**src/rtl/button_conditioner.sv**
```systemverilog
// Multi-channel push-button conditioner: synchroniser, debounce filter,
// press/release edge pulses and per-channel auto-repeat.
module button_conditioner #(
  parameter int CHANNELS        = 6,
  parameter int DEBOUNCE_CYCLES = 250000,
  parameter int REPEAT_DELAY    = 12500000,
  parameter int REPEAT_RATE     = 2500000,
  parameter int ACTIVE_LOW      = 0
) (
  input  logic                  clk,
  input  logic                  nRst,
  input  logic                  en,
  input  logic [CHANNELS-1:0]   btn_pin,
  input  logic [CHANNELS-1:0]   repeat_en,
  output logic [CHANNELS-1:0]   btn_level,
  output logic [CHANNELS-1:0]   btn_press,
  output logic [CHANNELS-1:0]   btn_release,
  output logic [CHANNELS-1:0]   btn_repeat,
  output logic [2*CHANNELS-1:0] repeat_state
);

  typedef enum logic [1:0] {
    ST_IDLE   = 2'd0,
    ST_DELAY  = 2'd1,
    ST_REPEAT = 2'd2
  } rep_state_t;

  localparam int DB_CW  = (DEBOUNCE_CYCLES > 1) ? $clog2(DEBOUNCE_CYCLES) : 1;
  localparam int RP_MAX = (REPEAT_DELAY > REPEAT_RATE) ? REPEAT_DELAY : REPEAT_RATE;
  localparam int RP_CW  = (RP_MAX > 1) ? $clog2(RP_MAX) : 1;

  localparam logic [DB_CW-1:0] DB_LAST = DB_CW'(DEBOUNCE_CYCLES - 1);
  localparam logic [RP_CW-1:0] RD_LAST = RP_CW'(REPEAT_DELAY - 1);
  localparam logic [RP_CW-1:0] RR_LAST = RP_CW'(REPEAT_RATE - 1);

  // Inversion happens before the synchroniser so reset (0) means "not pressed".
  logic [CHANNELS-1:0] pin_cond;
  assign pin_cond = (ACTIVE_LOW != 0) ? ~btn_pin : btn_pin;

  for (genvar i = 0; i < CHANNELS; i++) begin : g_ch
    logic             sync_a;
    logic             sync_b;
    logic             level;
    logic             press_p;
    logic             release_p;
    logic             repeat_p;
    logic [DB_CW-1:0] db_cnt;
    logic [RP_CW-1:0] rp_cnt;
    rep_state_t       state;
    logic             db_fire;
    logic             rise;
    logic             fall;

    always_ff @(posedge clk or negedge nRst) begin
      if (!nRst) begin
        sync_a <= 1'b0;
        sync_b <= 1'b0;
      end else begin
        sync_a <= pin_cond[i];
        sync_b <= sync_a;
      end
    end

    assign db_fire = en && (sync_b != level) && (db_cnt == DB_LAST);
    assign rise    = db_fire && sync_b;
    assign fall    = db_fire && !sync_b;

    always_ff @(posedge clk or negedge nRst) begin
      if (!nRst) begin
        level     <= 1'b0;
        press_p   <= 1'b0;
        release_p <= 1'b0;
        repeat_p  <= 1'b0;
        db_cnt    <= '0;
        rp_cnt    <= '0;
        state     <= ST_IDLE;
      end else begin
        press_p   <= 1'b0;
        release_p <= 1'b0;
        repeat_p  <= 1'b0;
        if (en) begin
          if (sync_b == level) begin
            db_cnt <= '0;
          end else if (db_cnt == DB_LAST) begin
            level     <= sync_b;
            db_cnt    <= '0;
            press_p   <= sync_b;
            release_p <= !sync_b;
          end else begin
            db_cnt <= db_cnt + 1'b1;
          end

          // A release (or repeat disable) always wins over a terminal count.
          case (state)
            ST_IDLE: begin
              if (rise && repeat_en[i]) begin
                state  <= ST_DELAY;
                rp_cnt <= '0;
              end
            end
            ST_DELAY: begin
              if (fall || !repeat_en[i]) begin
                state  <= ST_IDLE;
                rp_cnt <= '0;
              end else if (rp_cnt == RD_LAST) begin
                repeat_p <= 1'b1;
                rp_cnt   <= '0;
                state    <= ST_REPEAT;
              end else begin
                rp_cnt <= rp_cnt + 1'b1;
              end
            end
            ST_REPEAT: begin
              if (fall || !repeat_en[i]) begin
                state  <= ST_IDLE;
                rp_cnt <= '0;
              end else if (rp_cnt == RR_LAST) begin
                repeat_p <= 1'b1;
                rp_cnt   <= '0;
              end else begin
                rp_cnt <= rp_cnt + 1'b1;
              end
            end
            default: begin
              state  <= ST_IDLE;
              rp_cnt <= '0;
            end
          endcase
        end
      end
    end

    assign btn_level[i]         = level;
    assign btn_press[i]         = press_p;
    assign btn_release[i]       = release_p;
    assign btn_repeat[i]        = repeat_p;
    assign repeat_state[2*i +: 2] = state;
  end

endmodule

```
**config.mk**
```make
export PLATFORM = sky130hd
export DESIGN_NAME = button_conditioner
export DESIGN_NICKNAME = d
export VERILOG_FILES = /design/src/rtl/button_conditioner.sv
export SDC_FILE = /design/constraint.sdc
export NUM_CORES = 1
export LEC_CHECK = 0
export ABC_CLOCK_PERIOD_IN_PS = 5300
export CAP_MARGIN = 40
export CORE_MARGIN = 2
export CORE_UTILIZATION = 40
export DETAILED_ROUTE_END_ITERATION = 6
export SLEW_MARGIN = 0
export SYNTH_ARGS = -nofsm -noshare
export SYNTH_HDL_FRONTEND = slang
export SYNTH_SLANG_ARGS = --single-unit
```
**constraint.sdc**
```tcl
create_clock -name clk -period 5.3 [get_ports clk]
set_clock_uncertainty 0.15 [all_clocks]
set_input_delay 1.59 -clock clk [delete_from_list [all_inputs] [get_ports clk]]
set_output_delay 1.59 -clock clk [all_outputs]
set_load 0.02 [all_outputs]
```
---- After elaboration in Yosys (flattened, before gate mapping) ----
Index checks and enable logic that the tools add are counted.
word-level totals
  word-level logic and storage cells ...... 354
  register bits after elaboration ......... 300
cells by class
  $add $sub $neg .......................... 12
  equality and inequality tests ........... 60
  muxes and demuxes ....................... 150
  bitwise logic cells ..................... 6
  reduce and logical (&&, ||, !) cells .... 72
operators with widths
  cell                                                                      count
  24-bit 2-to-1 mux                                                         30
  24-bit one-hot mux with 3 select lines                                    6
  18-bit 2-to-1 mux                                                         12
  24-bit by 1-bit adder with 24-bit output (second input constant)          6
  24-bit by 22-bit equality test with 1-bit output (second input constant)  6
  24-bit equality test (second input constant)                              6
  18-bit by 1-bit adder with 18-bit output (second input constant)          6
  18-bit equality test (second input constant)                              6
  1-bit 2-to-1 mux                                                          66
  2-bit 2-to-1 mux                                                          24
  2-bit one-hot mux with 3 select lines                                     6
  1-bit logical AND                                                         30
  2-bit inequality test (second input constant)                             12
  4-bit AND reduction                                                       6
  3-bit inequality test (second input constant)                             6
  3-bit AND reduction                                                       6
  2-bit by 1-bit equality test with 1-bit output (second input constant)    6
  2-bit equality test (second input constant)                               6
  1-bit zero test                                                           12
  2-bit zero test                                                           6
  1-bit one-hot mux with 2 select lines                                     6
  2-bit AND reduction                                                       6
  1-bit equality test                                                       6
  1-bit logical OR                                                          6
  2 further kinds                                                           12

---- Longest topological paths before layout ----
Gate-level depths: netlist of run 1.
  word-level depth ........................ 8
  mapped depth ............................ 9
  gate-level depth less buffers ........... 7

---- Worst setup path before layout of run 1 ----
Ideal clock, no wire load.
  path kind ............................... input -> register
  start point ............................. input en
  end point ............................... register g_ch[3].rp_cnt[12]
  path buffers ............................ 2
  arrival time ............................ 3.130 ns
  stages on the path ...................... 7
  setup slack ............................. 1.894 ns
  library setup time ...................... 0.126 ns
  cell sequence ........................... clkbuf_1 nand3b_1 o31ai_1 a211o_1 clkbuf_1 nor2_1 a221o_1
between the ends
  word-level cells in the longest chain between the ends .. 6
RTL lines
  element                                                                        RTL line      RTL
  start, declared                                                                12            input logic en,
  1-bit logical AND (2 in a row)                                                 64            assign db_fire = en && (sync_b != level) && (db_cnt == DB_LAST);
  1-bit logical AND, on equally long branches                                    66, 65
  1-bit logical OR or 1-bit logical AND (tied branches)                          102, 114, 96
  24-bit 2-to-1 mux, or another cell as far along                                114           if (fall || !repeat_en[i]) begin
  24-bit one-hot mux with 3 select lines or 2-bit AND reduction (tied branches)  -
  end signal, assigned                                                           110           rp_cnt <= rp_cnt + 1'b1;
  end signal, assigned                                                           121           rp_cnt <= rp_cnt + 1'b1;
  end, declared                                                                  48            logic [RP_CW-1:0] rp_cnt;
Parallel ways exist; a longest one is shown, timed or not.
A chain may end at the register's enable or synchronous reset.

---- Worst setup path in the final report of run 1 ----
  start point ............................. input en
  end point ............................... register g_ch[3].rp_cnt[3]
The elaborated chain is that of the path after synthesis.

==> metrics.cfg, run 1 <==
[run_status]
status=complete, no violations

[floorplanning]
rows=75
start_util=0.406
ios=51
die_y_um=211
die_w_um=211
core_um2=42100
die_area_um2=44500

[timing]
finalSetupTns_ns=0
slew_headroom=0.378
rsz0062_at_grt=no
hold_viol_final=0
tightest_slew_ns=0.925
setup_violations=0
maxClockFrequency_ghz=0.258
fin_crit_sh=0.731
final_max_slew_viol_count=0
whs_ns=0.195
period_minus_slack_ns=3.87

[power_and_ir_drop]
ir_drop_v=0.000253
seq_power_share=0.437
pwr-share-comb=0.111
power_frac_clock=0.452
internal_power_mw=4.10
p_per_area_nw_per_um2=288
cellLeakagePower_nw=7.48
p_sw_mw=1.45
sw_frac_of_total=0.261

[logic_synthesis]
synth-seq-cells=300
syn_area_um2=17100
yosysSeqAreaShare=0.438
synth-async-reset-ratio=1.00
synth_top_area_share=0.438
synth_area_leaders=dfrtp_1 44%, o21ai_0 5.3%, nand2_1 5.2%, nand3_1 4.0%, nor2_1 2.4%
synth_top_area_cell=dfrtp_1
synth.distinct_cells=71
synth_flop_cell=dfrtp_1
synth.avg_cell_area_um2=8.94
synth_edf_count=0
synth_nets=1961
synthCells=1916
synth_warnings=0

[route]
wirelength_um=40100
ant_nets=0
wl_per_cell_um=16.1
drt_iter0_drc=917
first_pass_iters=5
drc=0
via_per_inst=5.85
vias=14598

[cts]
worstSkewPairLatency_ns=0.54
cts_buffers=36
h-tree-depth=2
cts_tree=built
clkTransAtPathRegs_ns=0.06
clock-sinks=300
clock_path_buffers=3
cts_hold_buf=0
root_buffer=clkbuf_16
post-cts-setup-buffers=0
cts_resized=0

[layout]
fin_area_um2=19300
reg.largest.list=g_ch.rp_cnt: 144 flops, g_ch.db_cnt: 108 flops, g_ch.state: 12 flops
layout.nets=1977
antenna_cells=0
instances_no_fill=2496
final_core_util=0.458
area_growth_pct=12.6
regMostFlops=g_ch.rp_cnt
largest_register_ffs=144
drive_gt1_frac=0.0649

[job]
cap_violations=0

[placement]
dpl-instance-area_um2=18100
dpl.cell_count=2433
port_buffers=50
place_congestion=0.807
place_hpwl_um=26400

[worst_setup_path]
crit_end=g_ch[3].rp_cnt[3]
cp_max_fo=34
crit_path_start_kind=input pin
arrival_ns=4.14
reg2reg_setup_slack_ns=1.97
reg2reg_to=g_ch[3].rp_cnt[3]
critPathKind=in -> reg
crit_start=en
r2r_start=g_ch[3].db_cnt[6]
crit_required_ns=5.57
rr_worst_depth=7
crit_path_end_kind=flip-flop

[hold_path]
hp-class=reg -> reg

[global_route]
antenna_found_initial=0
grt_pass1_wl_um=69300
grt_pass1_vias=13964
grt_max_degree=124
grt-ovfl-total=0
grtUsageTotal=0.184

==> layout by cell type, fill, tap and decap left out, types with 30 or more instances in the layout <==
master,instances
or3_1,31
a22o_1,45
o31ai_1,52
nand3_1,138
nand2_1,235
clkdlybuf4s50_1,48
nor4_1,30
ha_1,30
nand4_1,58
clkbuf_16,37
dfrtp_1,300
a21oi_1,32
inv_1,50
o21ai_0,180
nor2_1,111
nor3_1,53
and3_1,41
==> worst min-delay path by stage <==
stage	end	slack (ns)	from	cells after the start
after global routing	g_ch[5].sync_b	0.21	g_ch[5].sync_a	0
after global placement	g_ch[4].sync_b	0.18	g_ch[4].sync_a	0
after detailed placement	g_ch[2].sync_b	0.19	g_ch[2].sync_a	0
after floorplan	g_ch[0].sync_b	0.18	g_ch[0].sync_a	0
after CTS	g_ch[2].sync_b	0.20	g_ch[2].sync_a	0
final	g_ch[2].sync_b	0.20	g_ch[2].sync_a	0
==> metrics by stage <==
stage	power (mW)	setup WS (ns)
after global routing	5.84	1.18
final	5.55	1.43
after global placement	3.07	0.898
after detailed placement	3.08	0.874
after floorplan	2.85	1.89
after CTS	5.65	1.44
==> worst max-delay path, stage by stage <==
cell and delay [ns]:
buf_2 0.56, nand3b_1 0.20, o31ai_1 0.58, a211o_1 0.41, nor2_1 0.22, buf_4 0.24, a221o_1 0.29
==> logic make-up (layout without fill, tap and decap cells) <==
group	Yosys count	in the layout	synth area share
mux	18	18	0.0111
fa+ha+maj	30	30	0.0219
flops	300	300	0.438
compound gates	507	507	0.205
buf+inv	154	195	0.0400
xor+xnor	25	25	0.0128
simple gates	882	882	0.271
==> area by class of cell <==
type | instances | area, µm²
Clock buffer | 49 | 1000
Clock inverter | 14 | 180
Fill cell | 4011 | 22900
Inverter | 51 | 191
Multi-Input combinational cell | 1462 | 8960
Sequential cell | 300 | 7510
Tap cell | 539 | 674
Timing Repair Buffer | 81 | 759
==> synthesized netlist by cell type (30+ instances only) <==
master,count
nand4_1,58
a22o_1,45
o31ai_1,52
o21ai_0,180
nand2_1,235
ha_1,30
inv_1,50
clkbuf_1,68
dfrtp_1,300
nor4_1,30
and3_1,41
nor3_1,53
nand3_1,138
o41ai_1,30
nor2_1,111
or3_1,31
a21oi_1,33
==> power by group through the flow <==
stage	registers (mW)	clock network (mW)	logic [mW]
after floorplan	2.46	0	0.392
after global placement	2.46	0	0.605
after detailed placement	2.47	0	0.617
after CTS	2.42	2.61	0.620
after global routing	2.43	2.70	0.701
final	2.43	2.50	0.616
==> routing by layer <==
layer  GRT usage  routed length, µm  vias to the layer above  part of all wire
met5           0                  0                        -                 0
met4      0.0612                979                        0             0.024
met3      0.0256               1510                       65             0.038
met2       0.288              17900                      254              0.45
met1       0.264              19700                     7051              0.49
li1            -                  -                     7228                 -
(Power assumes the default switching activity.)
==> run 2: changes to the inputs <==
--- a/config.mk
+++ b/config.mk
@@ -5,7 +5,7 @@
 export SDC_FILE = /design/constraint.sdc
 export NUM_CORES = 1
 export LEC_CHECK = 0
-export ABC_CLOCK_PERIOD_IN_PS = 5300
+export ABC_CLOCK_PERIOD_IN_PS = 3850
 export CAP_MARGIN = 40
 export CORE_MARGIN = 2
 export CORE_UTILIZATION = 40
==> constraint.sdc (replaced) <==
create_clock -name clk -period 3.85 [get_ports clk]
set_clock_uncertainty 0.15 [all_clocks]
set_input_delay 1.155 -clock clk [delete_from_list [all_inputs] [get_ports clk]]
set_output_delay 1.155 -clock clk [all_outputs]
set_load 0.02 [all_outputs]
==> run 2 against run 1 <==
Compared with the run above:
- highest routed layer unchanged
- first-iteration DRC count is 10% higher
- via count is 1.4% higher
- combinational power is 43% higher
- non-clock buffer count is 11 higher
- largest cell class unchanged
- sequential cell count stayed put
- die area stayed put
- critical endpoint is now g_ch[0].rp_cnt[17]
- count of clock-buffer cells in the layout is 11 higher
==> metrics.cfg, run 2 (synthesized netlist as in run 1, its figures left out) <==
[run_status]
status=complete, no violations

[cts]
cts_resized=0  ; unchanged
root_buffer=clkbuf_16
post-cts-setup-buffers=0  ; unchanged
h-tree-depth=2  ; unchanged
cts_buffers=37  ; +2.8%
worstSkewPairLatency_ns=0.54  ; about the same
clock-sinks=300  ; unchanged
clkTransAtPathRegs_ns=0.06  ; about the same
cts_hold_buf=0  ; unchanged
clock_path_buffers=3  ; unchanged
cts_tree=built

[layout]
instances_no_fill=2507  ; +0.44%
layout.nets=1989  ; +0.61%
fillers=3979  ; -0.80%
drive_gt1_frac=0.0681  ; +0.00319
regMostFlops=g_ch.rp_cnt
multi_input_area_um2=8960  ; unchanged
antenna_cells=0  ; unchanged
fin_area_um2=19400  ; +0.75%
final_common_cell=dfrtp_1
largest_register_ffs=144  ; unchanged
reg.largest.list=g_ch.rp_cnt: 144 flops, g_ch.db_cnt: 108 flops, g_ch.state: 12 flops
mostFrequentLayoutCells=300 x dfrtp_1, 235 x nand2_1, 180 x o21ai_0, 138 x nand3_1, 111 x nor2_1
seqCellArea_um2=7510  ; unchanged
area_growth_pct=13.4

[worst_setup_path]
crit_start=g_ch[0].db_cnt[5]
r2r_start=g_ch[0].db_cnt[5]
arrival_ns=3.54  ; -0.60 ns
critical-path-max-stage-delay_ns=0.61  ; +0.03 ns
crit_required_ns=4.13  ; -1.44 ns
crit_path_end_kind=flip-flop
crit_end=g_ch[0].rp_cnt[17]
path_common_cell=or4_1
crit_slowest_cell=or4_1
cp_num_buf_inv=0  ; -2
reg2reg_to=g_ch[0].rp_cnt[17]
crit_path_start_kind=flip-flop
cp_max_fo=16  ; -53%
cp_cell_sequence=or4_1, or4_1, o311ai_1, a21o_1, nor2_1, a31o_2
rr_worst_depth=6  ; -1
reg2reg_setup_slack_ns=0.59  ; -1.38 ns
path_depth=6  ; -1
critPathKind=reg -> reg
crit_family=simple AND/OR/NAND/NOR gates

[timing]
finalSetupTns_ns=0  ; unchanged
setup_violations=0  ; unchanged
final_max_slew_viol_count=0  ; unchanged
fin_crit_sh=0.846
whs_ns=0.196  ; +0.000919 ns
hold_viol_final=0  ; unchanged
slew_headroom=0.387  ; +0.00923
maxClockFrequency_ghz=0.307
period_minus_slack_ns=3.26
rsz0062_at_grt=no
tightest_slew_ns=0.918  ; -0.00722 ns

[global_route]
grtUsageTotal=0.184  ; -0.000231
grt-ovfl-total=0  ; unchanged
grt_pass1_vias=14211  ; +1.8%
grt_pass1_wl_um=69400  ; +0.15%
grt_max_degree=73  ; -41%
antenna_found_initial=0  ; unchanged

[route]
vias=14803  ; +1.4%
drc=0  ; unchanged
wirelength_um=40800  ; +1.7%
via_per_inst=5.90  ; +0.96%
drt_iter0_drc=1010  ; +10%
wl_per_cell_um=16.3  ; +1.3%
ant_nets=0  ; unchanged
first_pass_iters=5  ; unchanged

[floorplanning]
die_y_um=211  ; unchanged
rows=75  ; unchanged
die_area_um2=44500  ; unchanged
core_um2=42100  ; unchanged
start_util=0.406  ; unchanged
ios=51  ; unchanged
die_w_um=211  ; unchanged

[power_and_ir_drop]
seq_power_share=0.435  ; -0.002
total_power_mw=7.66  ; +38%
power_frac_clock=0.449  ; -0.003
cellLeakagePower_nw=7.55  ; +0.93%
p_sw_mw=2.00  ; +38%
internal_power_mw=5.67  ; +38%
pwr-share-comb=0.115  ; +0.004
sw_frac_of_total=0.260  ; about the same
ir_drop_v=0.000282  ; +11%
p_per_area_nw_per_um2=395  ; +37%

[placement]
place_congestion=0.854  ; +5.8%
dpl-instance-area_um2=18200  ; +0.82%
dpl.cell_count=2444  ; +0.45%
place_hpwl_um=26800  ; +1.5%
port_buffers=50  ; unchanged

[job]
cap_violations=0  ; unchanged

[hold_path]
hp-class=reg -> reg

run 2: changes by cell type in the layout (fill, tap and decap cells not counted), sizes merged:
cell and delta:
clkbuf +11, clkinvlp -1, bufinv -2, clkinv -6, inv -2, buf +11
run 2: power by group through the flow:
stage	clock, mW	sequential [mW]	combinational, mW
2_1_floorplan	0	3.38	0.539
6_report	3.44	3.34	0.883
3_5_place_dp	0	3.39	0.890
4_1_cts	3.57	3.34	0.890
3_3_place_gp	0	3.39	0.864
5_1_grt	3.68	3.35	0.991
run 2: through the flow:
step / util / worst slack [ns]
finish: 0.461 / 0.593
global route: 0.461 / 0.410
CTS: 0.461 / 0.579
detailed placement: 0.433 / 0.399
global placement: 0.433 / 0.356
floorplan: - / 0.879
run 2: worst min-delay path by stage:
| stage | slack, ns | cells past startpoint | end | from |
|---|---|---|---|---|
| after floorplan | 0.18 | 0 | g_ch[0].sync_b | g_ch[0].sync_a |
| after global placement | 0.19 | 0 | g_ch[5].sync_b | g_ch[5].sync_a |
| after detailed placement | 0.19 | 0 | g_ch[1].sync_b | g_ch[1].sync_a |
| after CTS | 0.20 | 0 | g_ch[2].sync_b | g_ch[2].sync_a |
| after global routing | 0.20 | 0 | g_ch[2].sync_b | g_ch[2].sync_a |
| final | 0.20 | 0 | g_ch[2].sync_b | g_ch[2].sync_a |
run 2: layout make-up:
| type | count | share of cell area |
|---|---|---|
| well taps | 539 | 0.0347 |
| flip-flops and latches | 300 | 0.387 |
| clock inverters | 3 | 0.00335 |
| inverters | 51 | 0.00986 |
| repair buffers | 92 | 0.0467 |
| multi-input cells | 1462 | 0.462 |
| clock buffers | 60 | 0.0573 |
run 2: routing by layer:
| layer | vias up | part of all wire | GRT usage |
|---|---|---|---|
| met5 | - | 0 | 0 |
| met4 | 0 | 0.021 | 0.0537 |
| met3 | 59 | 0.040 | 0.0333 |
| met2 | 286 | 0.46 | 0.300 |
| met1 | 7210 | 0.48 | 0.251 |
| li1 | 7248 | - | - |
